==> src/rtl/scan_sequencer_sar_pkg.sv <==
// Shared constants for the 3-bit scan code sequencer: FSM states, scan
// modes and the code range swept on the downstream 3-to-8 decoder.
package scan_seq_pkg;

  typedef enum logic [1:0] {
    IDLE = 2'd0,
    RUN  = 2'd1,
    DONE = 2'd2
  } state_e;

  localparam logic [1:0] MODE_UP       = 2'b00;
  localparam logic [1:0] MODE_DOWN     = 2'b01;
  localparam logic [1:0] MODE_ONESHOT  = 2'b10;
  localparam logic [1:0] MODE_PINGPONG = 2'b11;

  localparam logic [2:0] CODE_MIN = 3'b000;
  localparam logic [2:0] CODE_MAX = 3'b111;

  // Down-counting scans start from the top code, all others from the bottom.
  function automatic logic [2:0] first_code(input logic [1:0] mode);
    return (mode == MODE_DOWN) ? CODE_MAX : CODE_MIN;
  endfunction

endpackage

==> src/rtl/scan_sequencer_sar_dwell_timer.sv <==
// Dwell counter: counts 0..limit while enabled and flags the final cycle.
module dwell_timer #(
  parameter int DWELL_W = 8
) (
  input  logic               clk,
  input  logic               rst,
  input  logic               clr,
  input  logic               en,
  input  logic [DWELL_W-1:0] limit,
  output logic               tick
);

  logic [DWELL_W-1:0] count_q;
  logic [DWELL_W-1:0] count_d;

  // Last cycle of the dwell window; unsigned compare.
  assign tick = (count_q == limit);

  // Next count: clear wins, then wrap to zero on tick, else increment.
  always_comb begin
    count_d = count_q;
    if (clr) begin
      count_d = '0;
    end else if (en) begin
      count_d = tick ? '0 : count_q + 1'b1;
    end
  end

  // Count register.
  always_ff @(posedge clk) begin
    if (rst) begin
      count_q <= '0;
    end else begin
      count_q <= count_d;
    end
  end

endmodule

==> src/rtl/scan_sequencer_sar.sv <==
// Scan code sequencer driving the in[0:2] port of a 3-to-8 decoder.
// Steps a 3-bit code up, down, once, or back and forth, holding each
// code for dwell+1 cycles, with start/stop control and status pulses.
module scan_sequencer_sar
  import scan_seq_pkg::*;
#(
  parameter int DWELL_W = 8
) (
  input  logic               clk,
  input  logic               rst,
  input  logic               start,
  input  logic               stop,
  input  logic [1:0]         mode,
  input  logic [DWELL_W-1:0] dwell,
  output logic [0:2]         code_out,
  output logic               code_valid,
  output logic               busy,
  output logic               wrap,
  output logic               done
);

  state_e             state_q, state_d;
  logic [2:0]         code_q, code_d;
  logic               valid_q, valid_d;
  logic               busy_q, busy_d;
  logic               wrap_q, wrap_d;
  logic               done_q, done_d;
  logic [1:0]         mode_q, mode_d;
  logic [DWELL_W-1:0] dwell_q, dwell_d;
  logic               dir_up_q, dir_up_d;

  logic               tmr_clr;
  logic               tmr_en;
  logic               tmr_tick;
  logic [2:0]         code_inc;
  logic [2:0]         code_dec;

  dwell_timer #(
    .DWELL_W(DWELL_W)
  ) u_dwell_timer (
    .clk   (clk),
    .rst   (rst),
    .clr   (tmr_clr),
    .en    (tmr_en),
    .limit (dwell_q),
    .tick  (tmr_tick)
  );

  assign code_inc = code_q + 3'd1;
  assign code_dec = code_q - 3'd1;

  // Next-state and next-output logic; stop outranks any step in RUN.
  always_comb begin
    state_d  = state_q;
    code_d   = code_q;
    valid_d  = valid_q;
    busy_d   = busy_q;
    wrap_d   = 1'b0;
    done_d   = 1'b0;
    mode_d   = mode_q;
    dwell_d  = dwell_q;
    dir_up_d = dir_up_q;
    tmr_clr  = 1'b0;
    tmr_en   = 1'b0;

    case (state_q)
      IDLE: begin
        valid_d = 1'b0;
        busy_d  = 1'b0;
        if (start && !stop) begin
          state_d  = RUN;
          mode_d   = mode;
          dwell_d  = dwell;
          code_d   = first_code(mode);
          valid_d  = 1'b1;
          busy_d   = 1'b1;
          dir_up_d = 1'b1;
          tmr_clr  = 1'b1;
        end
      end

      RUN: begin
        tmr_en = !stop;
        if (stop) begin
          state_d = IDLE;
          valid_d = 1'b0;
          busy_d  = 1'b0;
        end else if (tmr_tick) begin
          case (mode_q)
            MODE_UP: begin
              code_d = code_inc;
              wrap_d = (code_q == CODE_MAX);
            end
            MODE_DOWN: begin
              code_d = code_dec;
              wrap_d = (code_q == CODE_MIN);
            end
            MODE_ONESHOT: begin
              if (code_q == CODE_MAX) begin
                state_d = DONE;
                done_d  = 1'b1;
                valid_d = 1'b0;
                busy_d  = 1'b0;
              end else begin
                code_d = code_inc;
              end
            end
            default: begin
              // Ping-pong: the end codes are shown once, so the direction
              // flips as soon as an end code is reached.
              if (dir_up_q) begin
                code_d = code_inc;
                if (code_inc == CODE_MAX) begin
                  wrap_d   = 1'b1;
                  dir_up_d = 1'b0;
                end
              end else begin
                code_d = code_dec;
                if (code_dec == CODE_MIN) begin
                  wrap_d   = 1'b1;
                  dir_up_d = 1'b1;
                end
              end
            end
          endcase
        end
      end

      DONE: begin
        state_d = IDLE;
        valid_d = 1'b0;
        busy_d  = 1'b0;
      end

      default: begin
        state_d = IDLE;
        valid_d = 1'b0;
        busy_d  = 1'b0;
      end
    endcase
  end

  // State, code, status and latched configuration registers.
  always_ff @(posedge clk) begin
    if (rst) begin
      state_q  <= IDLE;
      code_q   <= CODE_MIN;
      valid_q  <= 1'b0;
      busy_q   <= 1'b0;
      wrap_q   <= 1'b0;
      done_q   <= 1'b0;
      mode_q   <= MODE_UP;
      dwell_q  <= '0;
      dir_up_q <= 1'b1;
    end else begin
      state_q  <= state_d;
      code_q   <= code_d;
      valid_q  <= valid_d;
      busy_q   <= busy_d;
      wrap_q   <= wrap_d;
      done_q   <= done_d;
      mode_q   <= mode_d;
      dwell_q  <= dwell_d;
      dir_up_q <= dir_up_d;
    end
  end

  assign code_out   = code_q;
  assign code_valid = valid_q;
  assign busy       = busy_q;
  assign wrap       = wrap_q;
  assign done       = done_q;

endmodule

==> config.mk <==
export PLATFORM = sky130hd
export DESIGN_NAME = scan_sequencer_sar
export DESIGN_NICKNAME = d
export VERILOG_FILES = /design/src/rtl/scan_sequencer_sar_pkg.sv /design/src/rtl/scan_sequencer_sar_dwell_timer.sv /design/src/rtl/scan_sequencer_sar.sv
export SDC_FILE = /design/constraint.sdc
export NUM_CORES = 1
export LEC_CHECK = 0
export CORE_UTILIZATION = 44
export DETAILED_ROUTE_END_ITERATION = 8
export PLACE_DENSITY = 0.68
export RECOVER_POWER = 50
export SETUP_SLACK_MARGIN = 0.3
export SLEW_MARGIN = 0
export SYNTH_ARGS = -nofsm -noshare
export SYNTH_HDL_FRONTEND = slang
export SYNTH_HIERARCHICAL = 1
export SYNTH_SLANG_ARGS = --single-unit
==> constraint.sdc <==
create_clock -name clk -period 2.63 [get_ports clk]
set_input_delay 0.789 -clock clk [delete_from_list [all_inputs] [get_ports clk]]
set_output_delay 0.789 -clock clk [all_outputs]
set_load 0.05 [all_outputs]
# Yosys cells after proc, flatten, opt, wreduce, memory -nomap -nowiden
# Cells that the tools add are included.
[op_classes] addsub=3 n_eq_ne=15 muxes=35 bitwise_logic=3 n_reduce_logical=16
[ops] cell="3-bit 2-to-1 mux" n=6
[ops] cell="1-bit 2-to-1 mux" n=17
[ops] cell="2-bit 2-to-1 mux" n=5
[ops] cell="5-bit AND reduction" n=2
[ops] cell="3-bit != test, second input constant" n=3
[ops] cell="3-bit one-hot mux with 3 select lines" n=1
[ops] cell="8-bit by 1-bit adder with 8-bit output, second input constant" n=1
[ops] cell="8-bit equality test" n=1
[ops] cell="8-bit 2-to-1 mux" n=1
[ops] cell="2-bit by 1-bit equality test with 1-bit output, second input constant" n=3
[ops] cell="3-bit equality test, second input constant" n=2
[ops] cell="3-bit zero test" n=2
[ops] cell="2-bit != test, second input constant" n=3
[ops] cell="3-bit one-hot mux with 2 select lines" n=1
[ops] cell="5-bit OR reduction" n=1
[ops] cell="2-bit zero test" n=2
[ops] cell="1-bit one-hot mux with 2 select lines" n=2
[ops] cell="2-bit one-hot mux with 2 select lines" n=1
[ops] cell="4-bit AND reduction" n=1
[ops] cell="4-bit OR reduction" n=1
[ops] cell="3-bit by 1-bit adder with 3-bit output, second input constant" n=1
[ops] cell="3-bit by 2-bit != test with 1-bit output, second input constant" n=1
[ops] cell="1-bit inverter" n=3
[ops] cell="1-bit one-hot mux with 3 select lines" n=1
[ops] cell="10 further kinds" n=10
[totals] reg_bits=27 inputBits=14 output_inout_bits=7 wordCells=81

# Longest topological paths before layout
# Gate-level depths: netlist of run 1.
[logic_depth] ltp_word=8 ltp_mapped=7 mapped_depth_nobuf=7

# Modules after synthesis
# The synthesis of run 1 kept the hierarchy.
[by_module_without_submodules] mod="scan_sequencer_sar" instances=1 cells_each=113 area_per_inst_um2=965.9 seq_area_each_um2=380.4
[by_module_without_submodules] mod="dwell_timer" instances=1 cells_each=49 area_per_inst_um2=447.9 seq_area_each_um2=160.2

# Least setup slack after synthesis of run 1
# Ideal clock, no wire load.
[synth_path] kind="reg2reg" start="reg code_q[1], in the netlist code_out[1]" end="reg dir_up_q" setup_ns=0.114 arrival_time_ns=1.844 required_ns=2.516 slack_ns=0.672 path_stages_with_launch=6 n_path_buf=0 synth_period_minus_slack_ns=1.958 cell_sequence="dfxtp_1 ha_1 nand2b_1 a21o_1 or4b_1 a21o_1"
[synth_via] elab_chain_len=8 word_cells_on_any_way=11 cone_classes="add/sub: 2; eq/ne: 1; mux: 7; reduce/logical: 1"
[synth_rtl] element="start, declared" line_no="scan_sequencer_sar.sv:23" text="logic [2:0] code_q, code_d;"
[synth_rtl] element="start signal, assigned" line_no="scan_sequencer_sar.sv:157" text="code_q <= code_d;"
[synth_rtl] element="3-bit by 1-bit adder with 3-bit output / 3-bit by 1-bit subtractor with 3-bit output (equally long branches)" line_no="scan_sequencer_sar.sv:49, scan_sequencer_sar.sv:50"
[synth_rtl] element="3-bit equality test / 3-bit zero test (equally long branches)" line_no="scan_sequencer_sar.sv:113, scan_sequencer_sar.sv:119"
[synth_rtl] element="1-bit 2-to-1 mux (on tied branches)" line_no="scan_sequencer_sar.sv:113, scan_sequencer_sar.sv:119"
[synth_rtl] element="1-bit 2-to-1 mux *" line_no="scan_sequencer_sar.sv:111" text="if (dir_up_q) begin"
[synth_rtl] element="1-bit 2-to-1 mux *" line_no="scan_sequencer_sar.sv:89" text="case (mode_q)"
[synth_rtl] element="1-bit 2-to-1 mux *" line_no="scan_sequencer_sar.sv:88" text="end else if (tmr_tick) begin"
[synth_rtl] element="1-bit 2-to-1 mux *" line_no="scan_sequencer_sar.sv:84" text="if (stop) begin"
[synth_rtl] element="1-bit one-hot mux with 2 select lines *" line_no="scan_sequencer_sar.sv:66" text="case (state_q)"
[synth_rtl] element="end signal, assigned" line_no="scan_sequencer_sar.sv:164" text="dir_up_q <= dir_up_d;"
[synth_rtl] element="end, declared" line_no="scan_sequencer_sar.sv:30" text="logic dir_up_q, dir_up_d;"
# Mark *: on every way between the ends. The rest lies on a longest branch, timed or not. The select of a mux whose other input is x is not followed.
# A chain may end at the register's enable or synchronous reset.

# Worst setup path after layout of run 1
[layout_path] start="in stop" end="reg dwell_q[2]"
[layout_via] elab_chain_len=3
[layout_rtl] element="start, declared" line_no="scan_sequencer_sar.sv:12" text="input logic stop,"
[layout_rtl] element="1-bit zero test" line_no="scan_sequencer_sar.sv:70" text="if (start && !stop) begin"
[layout_rtl] element="1-bit logical AND" line_no="scan_sequencer_sar.sv:70"
[layout_rtl] element="2-bit AND reduction (no line)"
[layout_rtl] element="end signal, assigned" line_no="scan_sequencer_sar.sv:163" text="dwell_q <= dwell_d;"
[layout_rtl] element="end, declared" line_no="scan_sequencer_sar.sv:29" text="logic [DWELL_W-1:0] dwell_q, dwell_d;"
# No other way between the ends.

==> run metrics, run 1 <==
status=completed; predominant post-synthesis flop cell=dfxtp_1; flop and latch count out of synthesis=27; drt wl/cell=approximately 12 um; Synth top cells by count=dfxtp_1 (27), nand2_1 (27), nor2_1 (18); DRT antenna net count=0; Area Growth Syn to Fin=18.41%; Hold-fix buffers, CTS=0; # fillers=306; Synth Area in Simple Gates=0.2558; post-synth top area share=0.3823; Final #Nets=207; Die Width=58.69 um; Final Cycle Share=0.8530; DIE AREA=3444 sq um; CP Max Fanout=7; postcts setup bufs=0; arrival time at the worst endpoint=roughly 2.5 ns; largest family of logic cells by synthesized area=simple AND/OR/NAND/NOR gates; Worst R2R Path Depth=7; worst hold path class=register to register; clk_skew=0.007694 ns; Row Count=20; remaining global-route overflow=0; pwr/cell area=448.0 nW/um^2; core area=3053 sq um; register area=between 500 and 600 sq um; Max VDD drop=297.4 uV; Synthesis Warnings=6; CTS Buffer Depth=2; DP HPWL=2183 um; post-synthesis adder-cell area fraction=0.06195; total number of vias=1171; gr usage total=0.1887; TritonCTS clock tree=yes; share of cells above drive strength 1=0.06486; synthesized cell area=1414 sq um; Async SR Flop Fraction=0; clock slew at reported path FFs=0.13 ns; Root Buffer=clkbuf_4; Worst path max stage delay=~0.63 ns; diode count=0; Synth area leader=dfxtp_1; crit-path cells=dlygate4sd3_1 -> or3_1 -> inv_1 -> clkbuf_1 -> nand2_1 -> a21oi_1; Max Transition Viols Final=0; final setup fails=0; critical path type=input port to register; worst hold stages=2; drt pass-1 iters=4; CTS sink count=27; Seq/Total Area, Yosys=0.3823; Final min period=roughly 2.2 ns; setup TNS=0 ns; Synth Net Count=about 180; CP Capture Type=register; max-cap viol count=0; Hold Fails Final Rpt=0; global-route wire length before repair=4954 um; vias in the first global route=1129; Mapped Avg Cell Area=between 8 and 9 sq um; post-synthesis cell count=approximately 160; area of the multi-input gates=819.5 sq um; unrepaired setup endpoints after global routing=no; largest net degree at the start of global routing=15; Leakage=a little over 0.6 nW; Synth cell types=38; Die Y=58.69 um; Post-CTS Resized=3; mux contribution to synthesized area=0.02124; Synth Area in XOR/XNOR=0.09912; Compound-Gate Fraction of Synth Area=0.1398; actual slew at the worst max-slew pin=a little under 0.6 ns; drt total wl=between 2000 and 3000 um; placed cells=~230; top cells by area, synth=dfxtp_1 (38%), nand2_1 (7.2%), xnor2_1 (6.8%); Worst Path Required=2.88 ns; Via density=5.114; final std cells w/o fill=roughly 230; Initial Utilization=0.4631; f_max=0.4457 GHz; initial antenna violation count=0; GP Congestion=0.8082; Critical-path top delay cell=dlygate4sd3_1; H-tree lvl count=1; initial drt markers=56; EDFF count, synth=0; Rel. slew slack=0.6070; total CTS buffers=3; IO Pins=21; Clock Latency Late Sink=roughly 0.31 ns; number of remaining DRC errors=0; startpoint types=input port; Buffers on Ports=20
[final cells by class]
type / instances / share of cell area
inverters: 5 / 0.01121
well taps: 44 / 0.03288
flip-flops and latches: 27 / 0.3229
clock buffers: 4 / 0.01570
repair buffers: 25 / 0.1278
multi-input cells: 124 / 0.4895
[cells by family after synthesis]
logic type | count (synthesis)
DFF | 27
xor gates and xnor gates | 16
buffers and inverters | 11
adders and majority gates | 7
AOI/OAI and AO/OA | 25
and+or+nand+nor | 73
muxes | 3
[metal layers]
layer  track usage  wire length, um  vias to the layer above
met5             0                0                        -
met4       0.05442               16                        0
met3       0.04396              152                        2
met2        0.3317             1411                       26
met1        0.2301             1238                      543
li1              -                -                      600
[worst max-delay path: cells and delay by family]
family / cells / cell delay [ns]
AOI/OAI and AO/OA: 1 / 0.13
and+or+nand+nor: 2 / 0.49
buffers and inverters: 3 / 1.10
[cells in the final DEF, fill, tap and decap left out, types with 2 or more instances in the layout]
cell             synthesis  final
mux2i_1                  3      3
and4_1                   2      2
ha_1                     7      7
clkbuf_4                 0      3
or3_1                    2      2
nand3b_1                 3      3
nand3_1                  3      3
nand2_1                 27     27
nand4_1                  5      5
nand2b_1                 4      4
a311oi_1                 2      2
a21oi_1                 13     13
dfxtp_1                 27     27
xnor2_1                 11     11
clkdlybuf4s50_1          0     14
inv_1                    4      5
nor2b_1                  2      2
nor2_1                  18     17
buf_4                    1      3
nor3_1                   2      2
xor2_1                   5      5
clkbuf_1                 2      5
a21o_1                   2      2
dlygate4sd2_1            0      3
[through the flow]
stage / util / setup WS [ns] / area [sq um] / hold WS, ns / power [W]
after floorplan: - / 0.6720 / 1414 / 0.4496 / 0.0005369
after global placement: 0.5467 / 0.3204 / 1669 / 0.4610 / 0.0005850
after detailed placement: 0.5467 / 0.2476 / 1669 / 0.4660 / 0.0005900
after CTS: 0.5541 / 0.3075 / 1692 / 0.4847 / 0.0007649
after global routing: 0.5484 / 0.2505 / 1674 / 0.5149 / 0.0007932
final: 0.5484 / 0.3866 / 1674 / 0.4810 / 0.0007500
[registers in the layout, summed over array words and instances, names as in the netlist]
| name | flops |
|---|---|
| busy | 1 |
| code_out | 3 |
| mode_q | 2 |
| state_q | 2 |
| u_dwell_timer/count_q | 8 |
| dwell_q | 8 |
| wrap | 1 |
| dir_up_q | 1 |
| done | 1 |
[worst paths after layout]
path                                                  to                                   from  slack [ns]
worst max-delay path             dwell_q[2]$_SDFFE_PP0P_                                   stop        0.39
worst min register to register   dwell_q[4]$_SDFFE_PP0P_                dwell_q[4]$_SDFFE_PP0P_        0.48
worst min-delay path             dwell_q[4]$_SDFFE_PP0P_                dwell_q[4]$_SDFFE_PP0P_        0.48
worst max register to register  code_out[0]$_SDFFE_PP0P_  u_dwell_timer/count_q[3]$_SDFFE_PP0P_        0.52
[report_power, final]
group          leakage (nW)  internal (W)  total [W]  switching (W)
Sequential            0.219      0.000422   0.000438      0.0000159
Clock                0.0150     0.0000592   0.000174       0.000115
Combinational         0.372     0.0000584   0.000138      0.0000791
(Power assumes the default switching activity.)
==> run 2: changes to the inputs <==
Settings changed: CORE_ASPECT_RATIO set to 1.75.
==> run 2 against run 1 <==
Compared with the run above: count of clock-buffer cells in the layout shrank 1; combinational power barely moved; flip-flop and latch count did not move; setup slack got worse by 0.041 ns; clock skew fell by 0.0052 ns; via count rose by 0.51%; sequential share of layout area down 0.33 points; utilization up 1.7 points; routed wire length grew 2.7%; cell count shrank 0.87%; total power increased by 7.0%; largest cell class unchanged.
==> run metrics, run 2 (same netlist as run 1, synthesis figures left out) <==
Worst path max stage delay=0.62 ns (about the same); total CTS buffers=3 (unchanged); gr usage total=0.1824 (-0.006345); TritonCTS clock tree=yes; most frequent cells in the layout=nand2_1 (27), dfxtp_1 (27), nor2_1 (17); Area Growth Syn to Fin=19.65%; total number of vias=1177 (+0.51%); Final Cycle Share=0.8687 (+0.01566); Via density=5.185 (+1.4%); max-cap viol count=0 (unchanged); Leakage=0.6169 nW (+1.8%); status=completed; diode count=0 (unchanged); Row Count=26 (+30%); DIE AREA=3453 sq um (+0.26%); CTS sink count=27 (unchanged); GP Congestion=0.8828 (+9.2%); largest net degree at the start of global routing=16 (+1); pwr/cell area=474.6 nW/um^2 (+5.9%); crit-path cells=dlygate4sd3_1 -> nor2_1 -> inv_1 -> o31ai_2 -> nor2_1; Root Buffer=clkbuf_8; Clock Latency Late Sink=0.27 ns (-0.04 ns); Final min period=2.285 ns (+0.04118 ns); critical path's most frequent cell=nor2_1; Worst Path Required=2.77 ns (-0.11 ns); Final #Nets=207 (unchanged); Initial Utilization=0.4724 (+0.009293); Finished Cell Area=1692 sq um (+1.0%); # fillers=295 (-3.6%); Max VDD drop=386.1 uV (+30%); final setup fails=0 (unchanged); Critical-path top delay cell=dlygate4sd3_1; Die Width=44.85 um (-24%); actual slew at the worst max-slew pin=0.5914 ns (-0.0005254 ns); clk_skew=0.002465 ns (-0.005229 ns); critical path type=input port to register; remaining global-route overflow=0 (unchanged); share of cells above drive strength 1=0.06486 (unchanged); Max Transition Viols Final=0 (unchanged); CP Capture Type=register; startpoint types=input port; CTS Buffer Depth=2 (unchanged); drt total wl=2895 um (+2.7%); CP Max Fanout=8 (+1); clock slew at reported path FFs=0.09 ns (-0.04 ns); DRT antenna net count=0 (unchanged); H-tree lvl count=1 (unchanged); worst hold path class=register to register; initial drt markers=33 (-41%); IO Pins=21 (unchanged); Buffers on Ports=20 (unchanged); drt wl/cell=12.75 um (+3.6%); Hold Fails Final Rpt=0 (unchanged); vias in the first global route=1103 (-2.3%); DP HPWL=2289 um (+4.9%); PnR Total Power=0.0008028 W (+7.0%); arrival time at the worst endpoint=2.42 ns (-0.08 ns); Rel. slew slack=0.6033 (-0.003713); drt pass-1 iters=4 (unchanged); initial antenna violation count=0 (unchanged); number of remaining DRC errors=0 (unchanged); dpl cell area=1667 sq um (-0.15%); Die Y=76.99 um (+31%); cell family contributing the most delay on the critical path=buffers and inverters; setup TNS=0 ns (unchanged); unrepaired setup endpoints after global routing=no; CP bufs+invs=2 (-1); global-route wire length before repair=4712 um (-4.9%); core area=2993 sq um (-2.0%); f_max=0.4377 GHz (-1.8%)
[run 2: power by group]
part           internal [W]  switching [W]
registers          0.000422      0.0000159
clock network      0.000106       0.000124
logic             0.0000582      0.0000770
total              0.000586       0.000217
[run 2: layout make-up]
class	instances	area [sq um]	share of cell area
clock buffers	3	41.29	0.02441
clock inverters	1	5.005	0.002959
flip-flops and latches	27	540.5	0.3195
repair buffers	25	222.7	0.1317
multi-input cells	124	810.8	0.4793
well taps	42	52.55	0.03107
inverters	5	18.77	0.01109
[run 2: through the flow]
| step | worst slack (ns) | utilization | hold slack [ns] | instances |
|---|---|---|---|---|
| 2_1_floorplan | 0.6720 | - | 0.4496 | 162 |
| 3_3_place_gp | 0.3084 | 0.5569 | 0.4618 | 223 |
| 3_5_place_dp | 0.2469 | 0.5569 | 0.4706 | 223 |
| 4_1_cts | 0.3925 | 0.5711 | 0.4832 | 227 |
| 5_1_grt | 0.1989 | 0.5652 | 0.5011 | 227 |
| 6_report | 0.3454 | 0.5652 | 0.4756 | 227 |
[run 2: worst register-to-register path, stage by stage (launching register included)]
cell and delay [ns]:
dfxtp_1 0.44, xnor2_1 0.15, nand4_1 0.18, nor2_2 0.22, mux2i_1 0.19, a2111oi_4 0.44
and2_2 0.24, a311oi_1 0.08
[run 2: worst paths after layout]
kind / slack (ns) / from / cells after the start / end
hold / removal: 0.48 / dwell_q[0]$_SDFFE_PP0P_ / 2 / dwell_q[0]$_SDFFE_PP0P_
setup reg to reg: 0.59 / u_dwell_timer/count_q[2]$_SDFFE_PP0P_ / 7 / code_out[0]$_SDFFE_PP0P_
setup / recovery: 0.35 / stop / 5 / u_dwell_timer/count_q[1]$_SDFFE_PP0P_
hold reg to reg: 0.48 / dwell_q[0]$_SDFFE_PP0P_ / 2 / dwell_q[0]$_SDFFE_PP0P_
[run 2: what timing repair did]
item,CTS,global route
hold buffers,0,0
buffers inserted,0,0
endpoints found under the setup margin,3,3
resized for setup,3,1
[run 2: per-layer routing]
| metal | global-route usage | vias to the layer above | share of wire |
|---|---|---|---|
| li1 | - | 599 | - |
| met4 | 0.07879 | 0 | 0.0086 |
| met2 | 0.3338 | 19 | 0.57 |
| met5 | 0 | - | 0 |
| met3 | 0.02118 | 2 | 0.016 |
| met1 | 0.1968 | 557 | 0.40 |
